==> src/rtl/sram_stage_sequencer_if.sv <==
// Purpose: wiring bundle between the stage sequencer, its stage clients, the idle client and the SRAM port.
// Latency: none; this is wiring only.
// Backpressure: none on this bundle; stage_done is the only completion signal.
interface sram_stage_sequencer_if #(
    parameter int N_STAGES = 3,
    parameter int ADDR_W   = 18,
    parameter int DATA_W   = 16
);
    // run control
    logic                         go;
    logic                         abort;
    logic [N_STAGES-1:0]          stage_enable;
    logic                         busy;
    logic                         seq_done;
    logic                         timeout_error;

    // stage handshakes and stage-side SRAM requests
    logic [N_STAGES-1:0]          stage_start;
    logic [N_STAGES-1:0]          stage_done;
    logic [N_STAGES*ADDR_W-1:0]   stage_addr;
    logic [N_STAGES*DATA_W-1:0]   stage_wdata;
    logic [N_STAGES-1:0]          stage_we_n;
    logic [N_STAGES-1:0]          active_stage;

    // idle (read-only) client
    logic [ADDR_W-1:0]            idle_addr;
    logic                         idle_enable;

    // SRAM controller side
    logic [ADDR_W-1:0]            SRAM_address;
    logic [DATA_W-1:0]            SRAM_write_data;
    logic                         SRAM_we_n;

    // Sequencer side of the bundle.
    modport slave (
        input  go, abort, stage_enable, stage_done, stage_addr, stage_wdata, stage_we_n, idle_addr,
        output stage_start, idle_enable, SRAM_address, SRAM_write_data, SRAM_we_n,
               busy, active_stage, seq_done, timeout_error
    );

    // Client / environment side of the bundle.
    modport master (
        output go, abort, stage_enable, stage_done, stage_addr, stage_wdata, stage_we_n, idle_addr,
        input  stage_start, idle_enable, SRAM_address, SRAM_write_data, SRAM_we_n,
               busy, active_stage, seq_done, timeout_error
    );
endinterface

==> src/rtl/sram_stage_sequencer.sv <==
// Purpose: runs enabled stages in ascending order via start/done; the running stage owns the SRAM port.
// Latency: go -> first stage_start 1 cycle; done -> next start 1 cycle; SRAM mux is combinational (0 cycles).
// Backpressure: a stage holds the sequencer in S_WAIT until done, watchdog timeout or abort.
module sram_stage_sequencer #(
    parameter int               N_STAGES   = 3,
    parameter int               ADDR_W     = 18,
    parameter int               DATA_W     = 16,
    parameter int               TMO_W      = 26,
    parameter logic [TMO_W-1:0] TMO_CYCLES = 26'd49999999
) (
    input  logic                 clock,
    input  logic                 resetn,
    sram_stage_sequencer_if.slave bus
);

    localparam int               CUR_W    = (N_STAGES > 1) ? $clog2(N_STAGES) : 1;
    // The watchdog is compared against the last legal count so the limit
    // lands exactly TMO_CYCLES cycles after the start pulse.
    localparam logic [TMO_W-1:0] TMO_LAST = TMO_CYCLES - 1'b1;

    typedef enum logic [1:0] {
        S_IDLE  = 2'd0,
        S_START = 2'd1,
        S_WAIT  = 2'd2,
        S_DONE  = 2'd3
    } state_t;

    state_t              state_q, state_d;
    logic [CUR_W-1:0]    cur_q,   cur_d;
    logic [N_STAGES-1:0] en_q,    en_d;
    logic [TMO_W-1:0]    wd_q,    wd_d;
    logic                tmo_q,   tmo_d;

    logic                first_vld;
    logic [CUR_W-1:0]    first_idx;
    logic                next_vld;
    logic [CUR_W-1:0]    next_idx;
    logic                done_cur;
    logic                owns;
    logic [N_STAGES-1:0] cur_onehot;

    // Lowest enabled stage in the incoming mask (the first stage of a new run).
    always_comb begin
        first_vld = 1'b0;
        first_idx = '0;
        for (int k = N_STAGES - 1; k >= 0; k--) begin
            if (bus.stage_enable[k]) begin
                first_vld = 1'b1;
                first_idx = CUR_W'(k);
            end
        end
    end

    // Lowest enabled stage strictly above the current one (the successor).
    always_comb begin
        next_vld = 1'b0;
        next_idx = '0;
        for (int k = N_STAGES - 1; k >= 0; k--) begin
            if (en_q[k] && (k > int'(cur_q))) begin
                next_vld = 1'b1;
                next_idx = CUR_W'(k);
            end
        end
    end

    // Only the current stage's done bit is ever looked at.
    assign done_cur = bus.stage_done[cur_q];

    // Next-state logic: abort first, then done, then the watchdog limit.
    always_comb begin
        state_d = state_q;
        cur_d   = cur_q;
        en_d    = en_q;
        wd_d    = wd_q;
        tmo_d   = tmo_q;
        case (state_q)
            S_IDLE: begin
                if (bus.go) begin
                    en_d  = bus.stage_enable;
                    tmo_d = 1'b0;
                    if (first_vld) begin
                        cur_d   = first_idx;
                        state_d = S_START;
                    end else begin
                        state_d = S_DONE;
                    end
                end
            end
            S_START: begin
                wd_d    = '0;
                state_d = bus.abort ? S_DONE : S_WAIT;
            end
            S_WAIT: begin
                wd_d = wd_q + 1'b1;
                if (bus.abort) begin
                    state_d = S_DONE;
                end else if (done_cur) begin
                    if (next_vld) begin
                        cur_d   = next_idx;
                        state_d = S_START;
                    end else begin
                        state_d = S_DONE;
                    end
                end else if (wd_q == TMO_LAST) begin
                    tmo_d   = 1'b1;
                    state_d = S_DONE;
                end
            end
            S_DONE: begin
                state_d = S_IDLE;
            end
            default: begin
                state_d = S_IDLE;
            end
        endcase
    end

    // State, stage index, latched mask, watchdog and sticky timeout flag.
    always_ff @(posedge clock or negedge resetn) begin
        if (!resetn) begin
            state_q <= S_IDLE;
            cur_q   <= '0;
            en_q    <= '0;
            wd_q    <= '0;
            tmo_q   <= 1'b0;
        end else begin
            state_q <= state_d;
            cur_q   <= cur_d;
            en_q    <= en_d;
            wd_q    <= wd_d;
            tmo_q   <= tmo_d;
        end
    end

    // Control outputs are decoded straight from registered state.
    assign owns       = (state_q == S_START) || (state_q == S_WAIT);
    assign cur_onehot = N_STAGES'(1) << cur_q;

    assign bus.busy          = (state_q != S_IDLE);
    assign bus.seq_done      = (state_q == S_DONE);
    assign bus.idle_enable   = !owns;
    assign bus.stage_start   = (state_q == S_START) ? cur_onehot : '0;
    assign bus.active_stage  = owns ? cur_onehot : '0;
    assign bus.timeout_error = tmo_q;

    // SRAM port mux; the idle client is read-only so its write path is parked.
    assign bus.SRAM_address    = owns ? bus.stage_addr[cur_q*ADDR_W +: ADDR_W]  : bus.idle_addr;
    assign bus.SRAM_write_data = owns ? bus.stage_wdata[cur_q*DATA_W +: DATA_W] : '0;
    assign bus.SRAM_we_n       = owns ? bus.stage_we_n[cur_q]                   : 1'b1;

    // Ownership is never shared, and a write can only come from the owner.
    a_owner_onehot: assert property (@(posedge clock) disable iff (!resetn)
        $onehot0(bus.active_stage));
    a_no_stray_write: assert property (@(posedge clock) disable iff (!resetn)
        !owns |-> bus.SRAM_we_n);
    a_start_single: assert property (@(posedge clock) disable iff (!resetn)
        (bus.stage_start != '0) |=> (bus.stage_start == '0));

endmodule

==> src/flat_wrapper.sv <==
// flat-port wrapper written by rule: the top's interface ports become plain ports
module sram_stage_sequencer_flat 
#(
    parameter int               N_STAGES   = 3,
    parameter int               ADDR_W     = 18,
    parameter int               DATA_W     = 16,
    parameter int               TMO_W      = 26,
    parameter logic [TMO_W-1:0] TMO_CYCLES = 26'd49999999
)
  (clock, resetn, bus_go, bus_abort, bus_stage_enable, bus_stage_done, bus_stage_addr, bus_stage_wdata, bus_stage_we_n, bus_idle_addr, bus_stage_start, bus_idle_enable, bus_SRAM_address, bus_SRAM_write_data, bus_SRAM_we_n, bus_busy, bus_active_stage, bus_seq_done, bus_timeout_error);
  sram_stage_sequencer_if #(.N_STAGES(N_STAGES), .ADDR_W(ADDR_W), .DATA_W(DATA_W)) bus_i ();
  input  logic clock;
  input  logic resetn;
  input wire logic [$bits(bus_i.go)-1:0] bus_go;
  input wire logic [$bits(bus_i.abort)-1:0] bus_abort;
  input wire logic [$bits(bus_i.stage_enable)-1:0] bus_stage_enable;
  input wire logic [$bits(bus_i.stage_done)-1:0] bus_stage_done;
  input wire logic [$bits(bus_i.stage_addr)-1:0] bus_stage_addr;
  input wire logic [$bits(bus_i.stage_wdata)-1:0] bus_stage_wdata;
  input wire logic [$bits(bus_i.stage_we_n)-1:0] bus_stage_we_n;
  input wire logic [$bits(bus_i.idle_addr)-1:0] bus_idle_addr;
  output wire logic [$bits(bus_i.stage_start)-1:0] bus_stage_start;
  output wire logic [$bits(bus_i.idle_enable)-1:0] bus_idle_enable;
  output wire logic [$bits(bus_i.SRAM_address)-1:0] bus_SRAM_address;
  output wire logic [$bits(bus_i.SRAM_write_data)-1:0] bus_SRAM_write_data;
  output wire logic [$bits(bus_i.SRAM_we_n)-1:0] bus_SRAM_we_n;
  output wire logic [$bits(bus_i.busy)-1:0] bus_busy;
  output wire logic [$bits(bus_i.active_stage)-1:0] bus_active_stage;
  output wire logic [$bits(bus_i.seq_done)-1:0] bus_seq_done;
  output wire logic [$bits(bus_i.timeout_error)-1:0] bus_timeout_error;
  assign bus_i.go = bus_go;
  assign bus_i.abort = bus_abort;
  assign bus_i.stage_enable = bus_stage_enable;
  assign bus_i.stage_done = bus_stage_done;
  assign bus_i.stage_addr = bus_stage_addr;
  assign bus_i.stage_wdata = bus_stage_wdata;
  assign bus_i.stage_we_n = bus_stage_we_n;
  assign bus_i.idle_addr = bus_idle_addr;
  assign bus_stage_start = bus_i.stage_start;
  assign bus_idle_enable = bus_i.idle_enable;
  assign bus_SRAM_address = bus_i.SRAM_address;
  assign bus_SRAM_write_data = bus_i.SRAM_write_data;
  assign bus_SRAM_we_n = bus_i.SRAM_we_n;
  assign bus_busy = bus_i.busy;
  assign bus_active_stage = bus_i.active_stage;
  assign bus_seq_done = bus_i.seq_done;
  assign bus_timeout_error = bus_i.timeout_error;
  sram_stage_sequencer #(.N_STAGES(N_STAGES), .ADDR_W(ADDR_W), .DATA_W(DATA_W), .TMO_W(TMO_W), .TMO_CYCLES(TMO_CYCLES)) u_core (.clock(clock), .resetn(resetn), .bus(bus_i));
endmodule
==> config.mk <==
export PLATFORM = sky130hd
export DESIGN_NAME = sram_stage_sequencer_flat
export DESIGN_NICKNAME = d
export VERILOG_FILES = /design/src/rtl/sram_stage_sequencer_if.sv /design/src/rtl/sram_stage_sequencer.sv /design/src/flat_wrapper.sv
export SDC_FILE = /design/constraint.sdc
export NUM_CORES = 1
export LEC_CHECK = 0
export CORE_MARGIN = 10
export CORE_UTILIZATION = 35
export DETAILED_ROUTE_END_ITERATION = 8
export PLACE_DENSITY_LB_ADDON = 0.12
export SLEW_MARGIN = 20
export SYNTH_ARGS = -nofsm -noshare
export SYNTH_HDL_FRONTEND = slang
export SYNTH_SLANG_ARGS = --single-unit
==> constraint.sdc <==
create_clock -name clock -period 3.2 [get_ports clock]
set_input_delay 0.32 -clock clock [delete_from_list [all_inputs] [get_ports clock]]
set_output_delay 0.32 -clock clock [all_outputs]
set_load 0.05 [all_outputs]
======== Word-level counts from Yosys, hierarchy flattened ========
Index checks and enable logic that the tools add are counted.
word-level totals
  register bits ........................... 34
  input bits .............................. 133
  output and inout port bits .............. 45
  word-level logic and storage cells ...... 76
operators by class
  add/sub/neg operators ................... 1
  $mul .................................... 1
  $lt $le $gt $ge ......................... 3
  equality and inequality tests ........... 12
  shift operators ......................... 3
  mux-type cells .......................... 39
  reductions and logical operators ........ 12
operator list
  operator                                                                      count
  54-bit by 8-bit indexed part select with 18-bit output                        1
  26-bit one-hot mux with 2 select lines                                        1
  48-bit by 7-bit indexed part select with 16-bit output                        1
  2-bit 2-to-1 mux                                                              16
  26-bit by 1-bit adder with 26-bit output, second input constant               1
  26-bit equality test, second input constant                                   1
  18-bit 2-to-1 mux                                                             1
  16-bit 2-to-1 mux                                                             1
  1-bit 2-to-1 mux                                                              13
  2-bit by 1-bit inequality test with 1-bit output, second input constant       4
  2-bit one-hot mux with 4 select lines                                         1
  2-bit by 4-bit multiplier with 6-bit output, second input constant            1
  3-bit 2-to-1 mux                                                              2
  2-bit inequality test, second input constant                                  3
  6-bit AND reduction                                                           1
  2-bit nonzero test                                                            3
  5-bit AND reduction                                                           1
  1-bit binary-select mux with 2-bit select                                     2
  2-bit equality test, second input constant                                    2
  4-bit by 2-bit inequality test with 1-bit output, second input constant       1
  2-bit one-hot mux with 2 select lines                                         1
  2-bit AND reduction                                                           2
  2-bit by 3-bit less-than comparator with 1-bit output, second input constant  1
  1-bit by 2-bit left shift with 3-bit output, first input constant             1
  other kinds (8)                                                               9

======== Longest topological paths before layout ========
Gate-level depths: netlist of the first run.
  word-level depth ........................ 8
  depth in mapped cells ................... 8
  mapped depth without buffers ............ 7

======== Least setup slack after synthesis of the first run ========
No wires, ideal clock.
  path type ............................... reg2out
  start point ............................. register u_core.state_q[0]
  end point ............................... output bus_SRAM_address[0]
  data arrival time ....................... 2.966 ns
  required time ........................... 2.880 ns
  setup slack ............................. -0.086 ns
  cell stages (with the launch flop) ...... 7
  buffers on the path ..................... 0
  cells stage by stage .................... dfrtp_1 > inv_1 > ha_1 > inv_1 > nor3_1 > a22oi_1 > nand3_1
between the ends
  longest elaborated chain between the ends .. 3
  elaborated cells between the ends (all ways) .. 4
  those cells by class .................... 2 x eq/ne; 1 x mux; 1 x reduce/logical
RTL lines
  item                                                                                   RTL line                     text
  from (decl)                                                                            sram_stage_sequencer.sv:28   state_t state_q, state_d;
  from (signal assigned)                                                                 sram_stage_sequencer.sv:127  state_q <= state_d;
  2-bit by 1-bit equality test with 1-bit output or 2-bit equality test (tied branches)  sram_stage_sequencer.sv:136  assign owns = (state_q == S_START) || (state_q == S_WAIT);
  1-bit logical OR (*)                                                                   sram_stage_sequencer.sv:136
  18-bit 2-to-1 mux (*)                                                                  sram_stage_sequencer.sv:147  assign bus.SRAM_address = owns ? bus.stage_addr[cur_q*ADDR_W +: ADDR_W] : bus.idle_addr;
  to (decl)                                                                              flat_wrapper.sv:24           output wire logic [$bits(bus_i.SRAM_address)-1:0] bus_SRAM_address;
Every way passes the cells marked *; elsewhere a longest branch is shown, timed or not.

======== Worst setup path in the final report of the first run ========
  start point ............................. register u_core.state_q[0]
  end point ............................... output bus_SRAM_address[11]
Same word-level chain as after synthesis.

==> impl_metrics.py, run 1 <==
metrics = {
    "clock_tree": {
        "cts_tree": "built",
        "cts_buffers": 5,
        "cts-root-buf": "clkbuf_8",
        "cts_resized": 0,
        "cts_buffer_depth": 2,
        "cts.sinks": 33,
        "postCtsSetupBuffers": 0,
        "htreeDepth": 2,
        "clock_latency_ns": 0.29,
        "clk_pin_slew_ns": 0.08,
        "hold_buffers": 0,
    },
    "placement": {
        "io_buffers": 177,
        "routabilityCongestion": 0.861,
        "placed_area_um2": 4880,
        "dpl.hpwl_um": 10600,
        "pre_cts_ws_ns": 0.853,
    },
    "power": {
        "p_sw_share_pct": 56.7,
        "clkPwrFrac_pct": 5.7,
        "p_leak_nw": 2.00,
        "ir_worst_vdd_mv": 0.710,
        "p_switching_w": 0.00323,
        "combinationalPowerShare_pct": 84.2,
        "cellInternalPower_w": 0.00246,
        "pwr_density_cell_nw_per_um2": 1140,
        "power_frac_seq_pct": 10.1,
    },
    "logic_synthesis": {
        "synth_top_family_by_area": "simple AND/OR/NAND/NOR gates",
        "synth.net_count": 518,
        "synth_edf_count": 0,
        "synth_cell_types": 36,
        "synth_cells": 378,
        "synth-simple-area-share_pct": 28.4,
        "synthFlopType": "dfrtp_1",
        "yosys_warnings": 0,
        "syn_area_um2": 2790,
        "muxShareOfSynthArea_pct": 13.0,
        "synth-compound-area-share_pct": 14.9,
        "synth_xor_area_share_pct": 6.27,
        "ys_async_sr_fraction_pct": 100,
        "synthAdderAreaFrac_pct": 3.13,
        "syn_area_per_cell_um2": 7.39,
        "ys_seq_area_share_pct": 29.6,
        "yosys_register_bits": 33,
    },
    "cells_and_area": {
        "design_area_um2": 4970,
        "final_cell_mix": "clkdlybuf4s50_1 (137), nor2_1 (87), a21oi_1 (46)",
        "antenna_cells": 0,
        "synthToLayoutAreaGrowth_pct": 78.0,
        "final_layout_size_suffix_gt1_share_pct": 11.4,
        "final_common_cell": "clkdlybuf4s50_1",
        "fin_nets": 690,
        "fillers": 656,
    },
    "floorplan": {
        "initial_utilization_pct": 36.2,
        "die_y_um": 109,
        "io-pin-count": 178,
        "rows": 32,
        "core_area_um2": 7730,
        "die_x_um": 109,
        "dieArea_um2": 12000,
    },
    "sta": {
        "tightest_slew_ns": 0.724,
        "clock.fmax_ghz": 0.381,
        "slew_headroom_pct": 51.3,
        "timing.final.ws_setup_ns": 0.579,
        "drv_slew": 0,
        "finalHoldViolCount": 0,
        "fin_crit_ns": 2.62,
        "final.setup.tns_ns": 0,
        "skew_ns": 0.00444,
        "setup-violations-final": 0,
        "rsz0062_at_grt": "false",
        "finalCritPeriodShare_pct": 81.9,
    },
    "job": {
        "max_cap_viol_count": 0,
    },
    "global_route": {
        "grt_max_degree": 34,
        "grt.overflow.total": 0,
        "grt_antenna_before_repair": 0,
        "grt_pass1_wl_um": 18100,
        "grt_pass1_vias": 3209,
        "track_usage_pct": 19.5,
    },
    "setup_path": {
        "crit_buf_inv": 4,
        "cp-end-kind": "output pin",
        "cp_cell_sequence": "inv_1, ha_1, inv_1, nor3_1, buf_4, a22oi_1, nand3_1, buf_12",
        "critical_path_class": "flip-flop to output pin",
        "cp_max_fo": 12,
        "crit_slowest_cell": "dfrtp_1",
        "crit_path_frequent_cell": "inv_1",
        "critical_path_required_ns": 2.88,
        "start_kind": "flip-flop",
        "critical_path.top_delay_family": "buffers and inverters",
        "crit_arrival_ns": 2.30,
        "cpPeakStageDelay_ns": 0.41,
    },
    "drt": {
        "drt_wl_total_um": 12500,
        "via_count": 3385,
        "viasPerCell": 5.18,
        "firstDrtPassIters": 5,
        "drc": 0,
        "drt_iter0_markers": 177,
        "post_drt_wl_per_cell_um": 19.1,
        "ant_nets": 0,
    },
    "min_path": {
        "hp-class": "input pin to async pin",
    },
    "run_status": {
        "outcome": "complete, no violations",
    },
}
cells in the mapped netlist, types with 4 or more instances:
library cell / n / area share [%]
a21oi_1: 46 / 8.2
a22oi_1: 6 / 1.6
and3_1: 5 / 1.1
buf_1: 4 / 0.54
clkbuf_1: 14 / 1.9
dfrtp_1: 33 / 30
ha_1: 7 / 3.1
inv_1: 11 / 1.5
mux2i_1: 33 / 12
nand2_1: 31 / 4.2
nand3_1: 13 / 2.3
nand4_1: 9 / 2.0
nor2_1: 87 / 12
nor3_1: 8 / 1.4
nor4_1: 9 / 2.0
o21ai_0: 8 / 1.4
o2bb2ai_1: 5 / 1.6
xnor2_1: 14 / 4.4
xor2_1: 6 / 1.9
routing by layer:
layer	track usage, %	part of all wire [%]	vias up
met4	4.09	1.2	0
met2	32.9	51	153
met3	8.43	10	10
li1	-	-	1659
met1	22.6	37	1563
met5	0	0	-
logic make-up after synthesis:
| family | Yosys count |
|---|---|
| and+or+nand+nor | 176 |
| AOI/OAI and AO/OA | 73 |
| muxes | 36 |
| buffers and inverters | 33 |
| DFF | 33 |
| xor gates and xnor gates | 20 |
| adders and majority gates | 7 |
per-stage QoR:
stage	total power [W]	hold slack (ns)	utilization [%]	instances
final	0.00569	0.429	64.4	653
after global routing	0.00599	0.477	64.4	653
after CTS	0.00573	0.447	64.4	653
after detailed placement	0.00540	0.542	63.2	645
after global placement	0.00537	0.530	63.2	645
after floorplan	0.00336	0.0244	-	378
power by group through the flow:
stage               Combinational, W  Sequential [W]  Clock, W
floorplan                    0.00285        0.000511         0
finish                       0.00479        0.000577  0.000324
detailed placement           0.00482        0.000584         0
global placement             0.00479        0.000581         0
global route                 0.00505        0.000589  0.000355
CTS                          0.00483        0.000576  0.000329
final timing paths:
kind / start / endpoint / slack, ns / cells after the start
worst max-delay path: u_core.state_q[0] / bus_SRAM_address[11] / 0.58 / 8
worst min-delay path: resetn / u_core.wd_q[14] / 0.43 / 2
worst max register to register: u_core.state_q[0] / u_core.wd_q[20] / 0.85 / 7
worst min register to register: u_core.bus.timeout_error / u_core.bus.timeout_error / 0.55 / 2
max in group asynchronous: resetn / u_core.cur_q[1] / 2.43 / 2
min in group clock: u_core.bus.timeout_error / u_core.bus.timeout_error / 0.55 / 2
final cells by class:
cell class	count	area (µm²)	area share, %
timing repair buffer	187	2050	41.2
sequential	33	827	16.6
multi-input combinational	312	1840	37.0
tap	102	128	2.57
inverter	11	41.3	0.830
clock buffer	5	68.8	1.38
clock inverter	3	22.5	0.453
sequential cells by signal (all words and copies together) (netlist names):
name                      count
u_core.state_q                2
u_core.bus.timeout_error      1
u_core.cur_q                  2
u_core.wd_q                  26
u_core.en_q                   2
Power figures use the tool's default switching activity.
==> run 2: changes to the inputs <==
clock period = 2.47 ns   (was 3.2 ns; I/O delays follow)
==> run 2 against run 1 <==
Net effect:
- register-to-register slack got worse by 0.59 ns
- via count fell by 1.7%
- first-iteration DRC count fell by 6.2%
- sequential cell count did not move
- wire length fell by 0.18%
- clock-buffer cell count rose by 3
- sequential power rose by 24%
- final area rose by 5.4%
- final cell count rose by 0.92%
- utilization rose by 3.5 points
- sequential share of layout area fell by 0.85 points
==> impl_metrics.py, run 2 (synthesized netlist as in run 1, its figures left out) <==
metrics = {
    "sta": {
        "skew_ns": 0.00241,
        "final.setup.tns_ns": 0,
        "tightest_slew_ns": 0.593,
        "setup-violations-final": 0,
        "drv_slew": 0,
        "finalCritPeriodShare_pct": 94.3,
        "finalHoldViolCount": 0,
        "rsz0062_at_grt": "false",
        "fin_crit_ns": 2.33,
        "clock.fmax_ghz": 0.429,
        "slew_headroom_pct": 60.1,
    },
    "drt": {
        "viasPerCell": 5.05,
        "drc": 0,
        "drt_iter0_markers": 166,
        "highest_layer": "met4",
        "drt_wl_total_um": 12500,
        "post_drt_wl_per_cell_um": 18.9,
        "firstDrtPassIters": 4,
        "via_count": 3329,
        "drt-met1-wl_um": 4660,
        "dr_wl_met2_um": 6470,
        "ant_nets": 0,
        "met3WireLength_um": 1290,
    },
    "setup_path": {
        "cp_max_fo": 31,
        "reg2reg_slack_ns": 0.26,
        "crit_arrival_ns": 2.08,
        "cpPeakStageDelay_ns": 0.37,
        "r2r_start": "u_core.state_q[1]",
        "reg2reg_to": "u_core.wd_q[18]",
        "cp-end-kind": "output pin",
        "critical_path.top_delay_family": "buffers and inverters",
        "start_kind": "flip-flop",
        "crit_buf_inv": 5,
        "crit_slowest_cell": "dfrtp_1",
        "crit_path_frequent_cell": "buf_12",
        "cp_cell_sequence": "inv_1, ha_4, buf_12, inv_2, nor3_2, buf_4, a22oi_1, nand3_1, buf_12",
        "reg2regPathDepth": 7,
        "critical_path_required_ns": 2.22,
        "critical_path_class": "flip-flop to output pin",
    },
    "run_status": {
        "outcome": "complete, no violations",
    },
    "cells_and_area": {
        "final_layout_size_suffix_gt1_share_pct": 13.3,
        "fin_cells": 659,
        "largest_reg_flops": 26,
        "top_register": "u_core.wd_q",
        "fillers": 640,
        "synthToLayoutAreaGrowth_pct": 87.6,
        "finish.utilization_pct": 67.8,
        "final_cell_mix": "clkdlybuf4s50_1 (135), nor2_1 (87), a21oi_1 (46)",
        "antenna_cells": 0,
        "final_common_cell": "clkdlybuf4s50_1",
        "fin_nets": 696,
        "design_area_um2": 5240,
        "seqCellArea_um2": 827,
        "multi_input_area_um2": 1870,
    },
    "placement": {
        "routabilityCongestion": 0.877,
        "placed_area_um2": 5120,
        "dpl.hpwl_um": 10800,
        "io_buffers": 177,
        "placed_cells": 649,
    },
    "power": {
        "p_leak_nw": 2.11,
        "pwr_density_cell_nw_per_um2": 1570,
        "ir_worst_vdd_mv": 0.814,
        "total_power_w": 0.00825,
    },
    "min_path": {
        "hp-class": "input pin to async pin",
    },
    "global_route": {
        "grt_pass1_vias": 3394,
        "grt_antenna_before_repair": 0,
        "track_usage_pct": 19.9,
        "grt_max_degree": 34,
        "grt_pass1_wl_um": 18600,
        "grt.overflow.total": 0,
    },
    "job": {
        "max_cap_viol_count": 0,
    },
    "floorplan": {
        "dieArea_um2": 12000,
        "die_x_um": 109,
        "initial_utilization_pct": 36.2,
        "rows": 32,
        "die_y_um": 109,
        "io-pin-count": 178,
        "core_area_um2": 7730,
    },
    "clock_tree": {
        "clk_pin_slew_ns": 0.06,
        "htreeDepth": 2,
        "cts_tree": "built",
        "cts_buffers": 5,
        "cts.sinks": 33,
        "clock_latency_ns": 0.28,
        "cts_buffer_depth": 2,
        "cts-root-buf": "clkbuf_8",
    },
}
-- run 2: cell count changes in the layout (fill, tap and decap cells not counted), moves of 2 or more --
cell	previous run	this run
buf_12	24	41
buf_4	26	17
clkbuf_1	0	3
clkinvlp_4	3	0
clkdlybuf4s50_1	137	135
inv_1	11	9
inv_2	0	2
nor3_1	8	6
nor3_2	0	2
-- run 2: worst max path at each step --
stage	end	cells past startpoint	slack (ns)	from
3_3_place_gp	u_core.wd_q[24]	7	0.24	u_core.state_q[0]
5_1_grt	bus_SRAM_address[0]	9	0.01	u_core.state_q[1]
3_5_place_dp	u_core.wd_q[18]	7	0.13	u_core.state_q[0]
4_1_cts	bus_SRAM_address[0]	9	0.003	u_core.state_q[0]
2_1_floorplan	bus_SRAM_address[0]	6	-0.15	u_core.state_q[0]
6_report	bus_SRAM_address[0]	9	0.14	u_core.state_q[1]
-- run 2: repair_timing --
action                     in CTS  in global routing
cloned                          0                  0
pin swaps                       1                  1
setup buffers                   2                  0
gates resized for setup         3                  4
setup endpoints to repair       6                  6
hold buffers                    0                  0
-- run 2: final cells by class --
cell class / instances / share of cell area (%)
timing repair buffer: 193 / 43.9
multi-input combinational: 312 / 35.6
sequential: 33 / 15.8
tap: 102 / 2.43
clock buffer: 8 / 1.53
inverter: 11 / 0.788
-- run 2: power by group --
group | leakage, nW | switching [W] | internal (W)
combinational | 1.62 | 0.00407 | 0.00308
clock | 0.0395 | 0.000184 | 0.000200
sequential | 0.449 | 0.000110 | 0.000606
total | 2.11 | 0.00436 | 0.00388
-- run 2: stage by stage --
stage,worst slack (ns),hold slack (ns)
global route,0.00978,0.431
global placement,0.239,0.528
finish,0.141,0.369
floorplan,-0.146,-0.0486
CTS,0.00266,0.384
detailed placement,0.134,0.540
-- run 2: metal layers --
| metal | vias to the layer above | global-route usage, % |
|---|---|---|
| met3 | 2 | 9.77 |
| met2 | 124 | 33.8 |
| met4 | 0 | 2.79 |
| met1 | 1531 | 22.7 |
| met5 | - | 0 |
| li1 | 1672 | - |
